<file path="src/rtl/uart_tx_arbiter.sv">
// uart_tx_arbiter: shares one uarttx transmitter between two byte requesters
// (port 0 = CPU SNDA path, port 1 = debug/status source). Accepted bytes are
// queued in a small circular FIFO and launched through the tx_start/tx_byte/
// tx_ready handshake, never while the transmitter reports busy.
// Build option: define UART_TX_ARB_ROUND_ROBIN_EN for round-robin tie
// breaking; without it port 0 always wins a tie (fixed priority).
module uart_tx_arbiter #(
  parameter int WIDTH      = 8,
  parameter int FIFO_DEPTH = 4
) (
  input  logic                          clk,
  input  logic                          rst,
  input  logic                          req0,
  input  logic [WIDTH-1:0]              data0,
  output logic                          ack0,
  input  logic                          req1,
  input  logic [WIDTH-1:0]              data1,
  output logic                          ack1,
  output logic                          tx_start,
  output logic [WIDTH-1:0]              tx_byte,
  input  logic                          tx_ready,
  output logic [$clog2(FIFO_DEPTH):0]   fifo_count,
  output logic                          busy
);

  localparam int PTR_W = $clog2(FIFO_DEPTH);
  localparam logic [PTR_W:0] FULL_CNT = (PTR_W+1)'(FIFO_DEPTH);

  localparam logic [1:0] ST_IDLE      = 2'd0;
  localparam logic [1:0] ST_LAUNCH    = 2'd1;
  localparam logic [1:0] ST_WAIT_DONE = 2'd2;

  logic [WIDTH-1:0] mem_q [FIFO_DEPTH];
  logic [PTR_W-1:0] wr_ptr_q, wr_ptr_d;
  logic [PTR_W-1:0] rd_ptr_q, rd_ptr_d;
  logic [PTR_W:0]   count_q, count_d;
  logic [1:0]       state_q, state_d;
  logic             tx_start_q, tx_start_d;
  logic [WIDTH-1:0] tx_byte_q, tx_byte_d;

  logic             full;
  logic             grant0, grant1;
  logic             push, pop;
  logic [WIDTH-1:0] push_data;

  // Fullness is judged on the pre-edge count, so a pop on the same edge
  // never frees a slot early.
  assign full = (count_q == FULL_CNT);

`ifdef UART_TX_ARB_ROUND_ROBIN_EN
  logic last_q, last_d;

  // Round-robin grant: on a tie the port that did not win last time goes.
  always_comb begin
    grant0 = req0 & (~req1 | last_q);
    grant1 = req1 & (~req0 | ~last_q);
  end

  // Remember the most recent grantee; only real writes count as grants.
  always_comb begin
    last_d = last_q;
    if (ack0) begin
      last_d = 1'b0;
    end else if (ack1) begin
      last_d = 1'b1;
    end
  end

  // Reset value 1 lets port 0 win the very first tie.
  always_ff @(posedge clk) begin
    if (rst) begin
      last_q <= 1'b1;
    end else begin
      last_q <= last_d;
    end
  end
`else
  // Fixed priority grant: port 1 only goes when port 0 is silent.
  always_comb begin
    grant0 = req0;
    grant1 = req1 & ~req0;
  end
`endif

  // Acks are combinational and mark the cycle whose closing edge writes.
  always_comb begin
    ack0      = grant0 & ~full & ~rst;
    ack1      = grant1 & ~full & ~rst;
    push      = ack0 | ack1;
    push_data = ack0 ? data0 : data1;
  end

  // Output FSM: pop only on IDLE->LAUNCH, hold tx_start until the
  // transmitter drops tx_ready, then wait for it to come back idle.
  always_comb begin
    state_d    = state_q;
    tx_start_d = tx_start_q;
    tx_byte_d  = tx_byte_q;
    pop        = 1'b0;
    case (state_q)
      ST_IDLE: begin
        if ((count_q != '0) && tx_ready) begin
          pop        = 1'b1;
          tx_byte_d  = mem_q[rd_ptr_q];
          tx_start_d = 1'b1;
          state_d    = ST_LAUNCH;
        end
      end
      ST_LAUNCH: begin
        if (!tx_ready) begin
          tx_start_d = 1'b0;
          state_d    = ST_WAIT_DONE;
        end
      end
      ST_WAIT_DONE: begin
        if (tx_ready) begin
          state_d = ST_IDLE;
        end
      end
      default: begin
        tx_start_d = 1'b0;
        state_d    = ST_IDLE;
      end
    endcase
  end

  // Pointer and occupancy update; pointers wrap naturally at the
  // power-of-two depth, and push+pop together leave the count unchanged.
  always_comb begin
    wr_ptr_d = wr_ptr_q;
    rd_ptr_d = rd_ptr_q;
    count_d  = count_q;
    if (push) begin
      wr_ptr_d = wr_ptr_q + PTR_W'(1);
    end
    if (pop) begin
      rd_ptr_d = rd_ptr_q + PTR_W'(1);
    end
    case ({push, pop})
      2'b10:   count_d = count_q + (PTR_W+1)'(1);
      2'b01:   count_d = count_q - (PTR_W+1)'(1);
      default: count_d = count_q;
    endcase
  end

  // Control and output registers; reset drops any queued bytes.
  always_ff @(posedge clk) begin
    if (rst) begin
      state_q    <= ST_IDLE;
      tx_start_q <= 1'b0;
      tx_byte_q  <= '0;
      wr_ptr_q   <= '0;
      rd_ptr_q   <= '0;
      count_q    <= '0;
    end else begin
      state_q    <= state_d;
      tx_start_q <= tx_start_d;
      tx_byte_q  <= tx_byte_d;
      wr_ptr_q   <= wr_ptr_d;
      rd_ptr_q   <= rd_ptr_d;
      count_q    <= count_d;
    end
  end

  // FIFO storage is data only; stale entries are unreachable after reset.
  always_ff @(posedge clk) begin
    if (push) begin
      mem_q[wr_ptr_q] <= push_data;
    end
  end

  assign tx_start   = tx_start_q;
  assign tx_byte    = tx_byte_q;
  assign fifo_count = count_q;
  assign busy       = (state_q != ST_IDLE) || (count_q != '0);

endmodule
</file>
<file path="config.mk">
export PLATFORM = sky130hd
export DESIGN_NAME = uart_tx_arbiter
export DESIGN_NICKNAME = d
export VERILOG_FILES = /design/src/rtl/uart_tx_arbiter.sv
export SDC_FILE = /design/constraint.sdc
export NUM_CORES = 1
export LEC_CHECK = 0
export BUFFER_PORTS_ARGS = -buffer_cell sky130_fd_sc_hd__buf_2
export CAP_MARGIN = 10
export CORE_ASPECT_RATIO = 1.1
export CORE_MARGIN = 5
export CORE_UTILIZATION = 55
export DETAILED_ROUTE_END_ITERATION = 12
export GPL_TIMING_DRIVEN = 0
export PLACE_DENSITY = 0.78
export SLEW_MARGIN = 20
export SYNTH_ARGS = -nofsm -noshare
export SYNTH_HDL_FRONTEND = slang
export SYNTH_SLANG_ARGS = --single-unit
</file>
<file path="constraint.sdc">
create_clock -name clk -period 3.77 [get_ports clk]
set_input_delay 0.5655 -clock clk [delete_from_list [all_inputs] [get_ports clk]]
set_output_delay 0.5655 -clock clk [all_outputs]
set_load 0.01 [all_outputs]
</file>
==> results of run 1 <==
==> stage by stage <==
| step | instance area (um2) | util | total power [mW] | cells |
|---|---|---|---|---|
| 6_report | 2450 | 0.661 | 1.59 | 246 |
| 5_1_grt | 2450 | 0.661 | 1.69 | 246 |
| 4_1_cts | 2450 | 0.661 | 1.60 | 246 |
| 3_5_place_dp | 2370 | 0.639 | 1.31 | 238 |
| 3_3_place_gp | 2370 | 0.639 | 1.27 | 238 |
| 2_1_floorplan | 2130 | - | 1.14 | 153 |
==> worst min path at each step <==
stage / end / cells after the start
finish: state_q[1] / 2
global route: state_q[1] / 2
CTS: state_q[1] / 2
detailed placement: tx_byte[1] / 2
global placement: tx_byte[7] / 2
floorplan: wr_ptr_q[0] / 1
==> critical path, cell delays in order (launching register included) <==
cell     delay, ns
dfxtp_1       0.37
nor3b_2       0.54
nand2_1       0.19
inv_1         0.13
ha_1          0.18
inv_1         0.06
fa_1          0.37
xor2_1        0.16
or3_1         0.32
a21oi_1       0.14
==> sequential cells by signal, summed over array words and instances, names as in the netlist <==
signal and count:
fifo_count 3, mem_q 32, rd_ptr_q 2, state_q 2
tx_byte 8, tx_start 1, wr_ptr_q 2
==> where the power goes <==
| part | total, mW | internal (mW) | switching (mW) |
|---|---|---|---|
| Sequential | 0.765 | 0.700 | 0.0647 |
| Clock | 0.295 | 0.132 | 0.162 |
| Combinational | 0.528 | 0.226 | 0.302 |
==> routing by layer <==
metal	up-vias	GRT usage
met2	44	0.302
met1	635	0.180
met3	7	0.0541
li1	653	-
met4	0	0.0586
met5	-	0
==> cell type report <==
class | count | area (um2) | area share
Inverter | 9 | 33.8 | 0.0138
Tap cell | 50 | 62.6 | 0.0255
Timing Repair Buffer | 35 | 175 | 0.0714
Buffer | 7 | 36.3 | 0.0148
Multi-Input combinational cell | 87 | 743 | 0.303
Clock buffer | 8 | 80.1 | 0.0327
Sequential cell | 50 | 1320 | 0.539
==> kinds of logic (layout without fill, tap and decap cells) <==
logic type	count (synthesis)	count (layout)	synth area share
multiplexers	18	18	0.137
XOR/XNOR	3	3	0.0123
buffers and inverters	16	59	0.0328
AO/OA/AOI/OAI	26	26	0.0645
adder cells (fa/ha/maj)	6	6	0.0387
flip-flops	50	50	0.619
AND/OR/NAND/NOR	34	34	0.0961
==> synth_stat cells (all sizes together) <==
| cell type | number |
|---|---|
| o21ai | 12 |
| nand2 | 1 |
| or3 | 4 |
| nand3 | 8 |
| dfxtp | 18 |
| nor2 | 7 |
| edfxtp | 32 |
| nand2b | 1 |
| nor4b | 1 |
| a311oi | 1 |
| nor3 | 3 |
| inv | 9 |
| fa | 1 |
| buf | 4 |
| mux2 | 9 |
| mux2i | 1 |
| xor2 | 2 |
| ha | 5 |
| or3b | 1 |
| a21oi | 12 |
| a31o | 1 |
| xnor2 | 1 |
| mux4 | 8 |
| and2 | 4 |
| nor3b | 3 |
| clkbuf | 3 |
| and2b | 1 |
==> metrics.csv, run 1 <==
stage,metric,value,unit
run_status,status,"complete, no violations",
drt,number of vias per cell after detailed routing,5.44,
drt,routed length on met2,2020,um
synth,warnings from Yosys,0,
timing,achievable frequency,399,MHz
cells_and_area,Layout Area Growth over Synthesis,14.9,%
timing,Tcrit/Tclk final,0.665,
synth,Synth Cell Area,2130,um2
setup_path,CP startpoint,state_q[0],
drt,uppermost metal layer occupied by signal nets,met4,
clocking,clock transition at the registers of the reported paths,0.09,ns
global_routing,number of antenna violations at the first check in global routing,0,
setup_path,R2R depth,9,
synth,Post-Synthesis Mean Instance Area,14.0,um2
worst_hold_path,classification of the worst-slack hold path,input pin to flop,
floorplan,Chip Height,75.3,um
floorplan,boundary pin count,36,
timing,transition time of the tightest slew-check pin,0.843,ns
timing,time the worst path needs with I/O delays and setup,2.51,ns
drt,number of vias in the routed layout,1339,
timing,final worst clock skew,0.0119,ns
drt,final wirelength,3920,um
timing,final count of hold timing violations,0,
cells_and_area,"commonest non-fill, non-tap cell in the layout",buf_2,
clocking,post-cts repair resize count,0,
clocking,Clock Sink Count,50,
global_routing,leftover overflow at the end of global routing,0,
timing,Final Setup Violations,0,
cells_and_area,count of antenna diodes in the layout,0,
synth,share of the synthesized area in the top cell type,0.450,
floorplan,Core Rows,23,
floorplan,total die area,5230,um2
clocking,number of buffers inserted to repair setup after CTS,0,
drt,number of violations reported at the end of detailed-routing iteration 0,85,
timing,normalized max-slew margin,0.434,
global_routing,vias in the first global route,1378,
floorplan,effective utilization at floorplan,0.575,
synth,post-synthesis net count,180,
drt,Met3 Routed Length,238,um
clocking,number of clock buffers inserted by TritonCTS,5,
timing,unrepaired setup endpoints after global routing,no,
timing,final max-slew violation count,0,
placement,count of port buffers added during placement,35,
drt,number of nets with antenna violations after detailed routing,0,
cells_and_area,# fillers,280,
clocking,maximum number of buffers from clock root to sink,2,
setup_path,critical path startpoint category,flop,
synth,cell accounting for the most synthesized area,edfxtp_1,
global_routing,GRT Overall Usage,0.164,
cells_and_area,fin nets,222,
drt,per-cell routed wire length,15.9,um
clocking,count of hold buffers inserted by post-cts repair,0,
setup_path,required time worst endpoint,4.01,ns
clocking,clock tree from TritonCTS,built,
clocking,worst-skew pair later-pin latency,0.30,ns
setup_path,Worst setup EP type,flop,
power_and_ir_drop,largest vdd supply drop,374,uV
cells_and_area,share of layout cells above drive strength 1,0.291,
placement,dpl hpwl,2890,um
timing,Total Negative Setup Slacks,0,ns
cells_and_area,most used cells in the layout excluding fill and tap cells,"buf_2, edfxtp_1, dfxtp_1",
synth,synth unique cells,30,
drt,wire length on met1,1600,um
setup_path,critical path type,flop to flop,
timing,smallest setup slack after layout,1.26,ns
setup_path,R2R setup slack,1.26,ns
synth,number of synthesized register bits,50,
setup_path,crit path to,fifo_count[2],
global_routing,pin count of the biggest net entering global routing,15,
clocking,maximum level of the CTS H-tree,2,
synth,instance count of the mapped netlist,153,
floorplan,area of the core,3710,um2
placement,weighted congestion reported at the end of routability-driven placement,0.738,
power_and_ir_drop,power per cell area,647,nW/um2
clocking,cell at the root of the clock tree,clkbuf_8,
power_and_ir_drop,Leak Pwr,0.917,nW
worst_hold_path,Min-Delay Startpoint,tx_ready,
setup_path,reg2reg start,state_q[0],
placement,worst slack after detailed placement,0.965,ns
synth,portion of the post-synthesis area used by sequential elements,0.619,
drt,router iterations before antenna repair,4,
setup_path,data arrival at the endpoint of the critical path,2.75,ns
drt,count of unresolved DRC violations after routing,0,
global_routing,first-pass GRT wire length,6440,um
setup_path,CP Max Fanout,10,
synth,Synth area leaders,"edfxtp_1, dfxtp_1, mux4_2",
floorplan,horizontal die dimension,69.4,um
job,maxcap violations,0,
setup_path,R2R Path End,fifo_count[2],
timing,final-layout worst hold slack,0.469,ns
Power figures use the tool's default switching activity.
==> run 2: changes to the inputs <==
clock period = 2.4 ns   (was 3.77 ns; I/O delays follow)
==> run 2 against run 1 <==
Against the previous run: setup slack got worse by 1.1 ns; global-route usage unchanged; utilization is 0.57 points higher; clock power rose by 56%; largest cell class unchanged; hold slack lost 0.20 ns; via count is 0.60% lower; sequential share of layout area decreased by 0.46 points; flip-flop and latch count stayed put; highest routed layer unchanged; count of clock-buffer cells in the layout is the same; sequential power is 57% higher.
==> metrics.csv, run 2 (synthesis gave the netlist of run 1 again) <==
stage,metric,value,unit,change
floorplan,Chip Height,75.3,um,unchanged
setup_path,CP Max Fanout,6,,-4
cells_and_area,most used cells in the layout excluding fill and tap cells,"buf_2, edfxtp_1, dfxtp_1",,
run_status,status,"complete, no violations",,
cells_and_area,Largest register FFs,32,,unchanged
timing,final count of hold timing violations,0,,unchanged
power_and_ir_drop,internal power of the cells,1.67,mW,+58%
placement,weighted congestion reported at the end of routability-driven placement,0.738,,unchanged
power_and_ir_drop,switching share of total power,0.331,,-0.00209
setup_path,required time worst endpoint,2.64,ns,-1.37 ns
setup_path,critical path startpoint category,flop,,
drt,number of vias in the routed layout,1331,,-0.60%
power_and_ir_drop,part of the power in combinational logic,0.336,,+0.003
cells_and_area,final core utilization,0.666,,+0.00573
clocking,clock tree from TritonCTS,built,,
drt,number of violations reported at the end of detailed-routing iteration 0,73,,-14%
timing,normalized max-slew margin,0.428,,-0.00617
power_and_ir_drop,Leak Pwr,0.928,nW,+1.2%
floorplan,effective utilization at floorplan,0.575,,unchanged
setup_path,Worst setup EP type,flop,,
timing,Tcrit/Tclk final,0.919,,+0.253
placement,post-placement cell area,2370,um2,unchanged
timing,unrepaired setup endpoints after global routing,no,,
setup_path,data arrival at the endpoint of the critical path,2.44,ns,-0.31 ns
clocking,maximum number of buffers from clock root to sink,2,,unchanged
drt,final wirelength,3910,um,-0.15%
global_routing,number of antenna violations at the first check in global routing,0,,unchanged
global_routing,leftover overflow at the end of global routing,0,,unchanged
timing,time the worst path needs with I/O delays and setup,2.20,ns,-0.304 ns
drt,per-cell routed wire length,15.8,um,-0.96%
cells_and_area,Post-Layout Inst Area,2470,um2,+0.87%
power_and_ir_drop,power share of the sequential group,0.481,,about the same
floorplan,Core Rows,23,,unchanged
placement,number of cells after detailed placement,238,,unchanged
placement,dpl hpwl,2890,um,unchanged
clocking,Clock Sink Count,50,,unchanged
drt,number of nets with antenna violations after detailed routing,0,,unchanged
drt,number of vias per cell after detailed routing,5.37,,-1.4%
clocking,number of clock buffers inserted by TritonCTS,5,,unchanged
cells_and_area,# fillers,275,,-1.8%
global_routing,pin count of the biggest net entering global routing,15,,unchanged
job,maxcap violations,0,,unchanged
placement,count of port buffers added during placement,35,,unchanged
cells_and_area,Layout Area Growth over Synthesis,15.9,%,
drt,router iterations before antenna repair,4,,unchanged
power_and_ir_drop,largest vdd supply drop,587,uV,+57%
worst_hold_path,classification of the worst-slack hold path,input pin to flop,,
timing,final worst clock skew,0.0112,ns,-0.000629 ns
power_and_ir_drop,share of total power in the clock network,0.183,,-0.003
timing,final max-slew violation count,0,,unchanged
timing,final-layout worst hold slack,0.271,ns,-0.197 ns
timing,Final Setup Violations,0,,unchanged
cells_and_area,fin nets,224,,+0.90%
timing,smallest setup slack after layout,0.195,ns,-1.07 ns
cells_and_area,register name with the most flops,mem_q,,
cells_and_area,final instance count without filler cells,248,,+0.81%
floorplan,boundary pin count,36,,unchanged
timing,Total Negative Setup Slacks,0,ns,unchanged
power_and_ir_drop,power dissipated by switching net loads,0.830,mW,+57%
global_routing,GRT Overall Usage,0.164,,unchanged
clocking,cell at the root of the clock tree,clkbuf_8,,
clocking,worst-skew pair later-pin latency,0.30,ns,about the same
cells_and_area,"commonest non-fill, non-tap cell in the layout",buf_2,,
timing,transition time of the tightest slew-check pin,0.852,ns,+0.00919 ns
clocking,clock transition at the registers of the reported paths,0.09,ns,about the same
power_and_ir_drop,power per cell area,1010,nW/um2,+56%
placement,worst slack after detailed placement,-0.199,ns,-1.16 ns
drt,count of unresolved DRC violations after routing,0,,unchanged
global_routing,vias in the first global route,1377,,-0.073%
setup_path,critical path type,flop to flop,,
power_and_ir_drop,Final Total Pwr,2.50,mW,+58%
floorplan,area of the core,3710,um2,unchanged
floorplan,horizontal die dimension,69.4,um,unchanged
cells_and_area,count of antenna diodes in the layout,0,,unchanged
floorplan,total die area,5230,um2,unchanged
global_routing,first-pass GRT wire length,6440,um,unchanged
cells_and_area,share of layout cells above drive strength 1,0.298,,+0.00716
clocking,maximum level of the CTS H-tree,2,,unchanged
timing,achievable frequency,454,MHz,+14%
==> run 2: cell count changes in the layout (fill, tap and decap cells not counted) <==
cell,change
buf_4,+2
nor3b_2,-1
nor3b_4,+1
==> run 2: layer usage <==
| metal | wire, um | part of all wire | vias up | GRT usage |
|---|---|---|---|---|
| li1 | - | - | 657 | - |
| met1 | 1590 | 0.41 | 637 | 0.180 |
| met2 | 2050 | 0.53 | 31 | 0.302 |
| met3 | 212 | 0.054 | 6 | 0.0541 |
| met4 | 55 | 0.014 | 0 | 0.0586 |
| met5 | 0 | 0 | - | 0 |
==> run 2: cell type report <==
class,instances,area (um2),area share
Multi-Input combinational cell,87,749,0.303
Clock buffer,8,80.1,0.0324
Tap cell,50,62.6,0.0253
Buffer,7,36.3,0.0147
Sequential cell,50,1320,0.534
Inverter,9,33.8,0.0137
Timing Repair Buffer,37,190,0.0769
==> run 2: final timing paths <==
check / from / to / slack (ns) / depth (start not counted)
worst max-delay path: state_q[0] / fifo_count[2] / 0.20 / 9
worst min-delay path: tx_ready / state_q[1] / 0.27 / 2
worst max register to register: state_q[0] / fifo_count[2] / 0.20 / 9
worst min register to register: tx_byte[1] / tx_byte[1] / 0.49 / 2
==> run 2: critical path: stages (launching register included) <==
cell and delay, ns:
dfxtp_1 0.38, nor3b_4 0.30, nand2_1 0.13, inv_1 0.11
ha_1 0.18, inv_1 0.06, fa_1 0.37, xor2_1 0.16
or3_1 0.31, a21oi_1 0.14
==> run 2: what timing repair did <==
action,4_1_cts,5_1_grt
pin swaps,0,1
endpoints found under the setup margin,1,1
setup buffers,0,2
gates resized for setup,1,0
endpoints found under the hold margin,0,0
hold buffers,0,0
==> run 2: power by group through the flow <==
stage	Clock [mW]	Combinational, mW	Sequential [mW]
global route	0.509	0.947	1.22
CTS	0.472	0.840	1.21
global placement	0	0.794	1.21
floorplan	0	0.555	1.23
finish	0.459	0.842	1.20
detailed placement	0	0.832	1.22
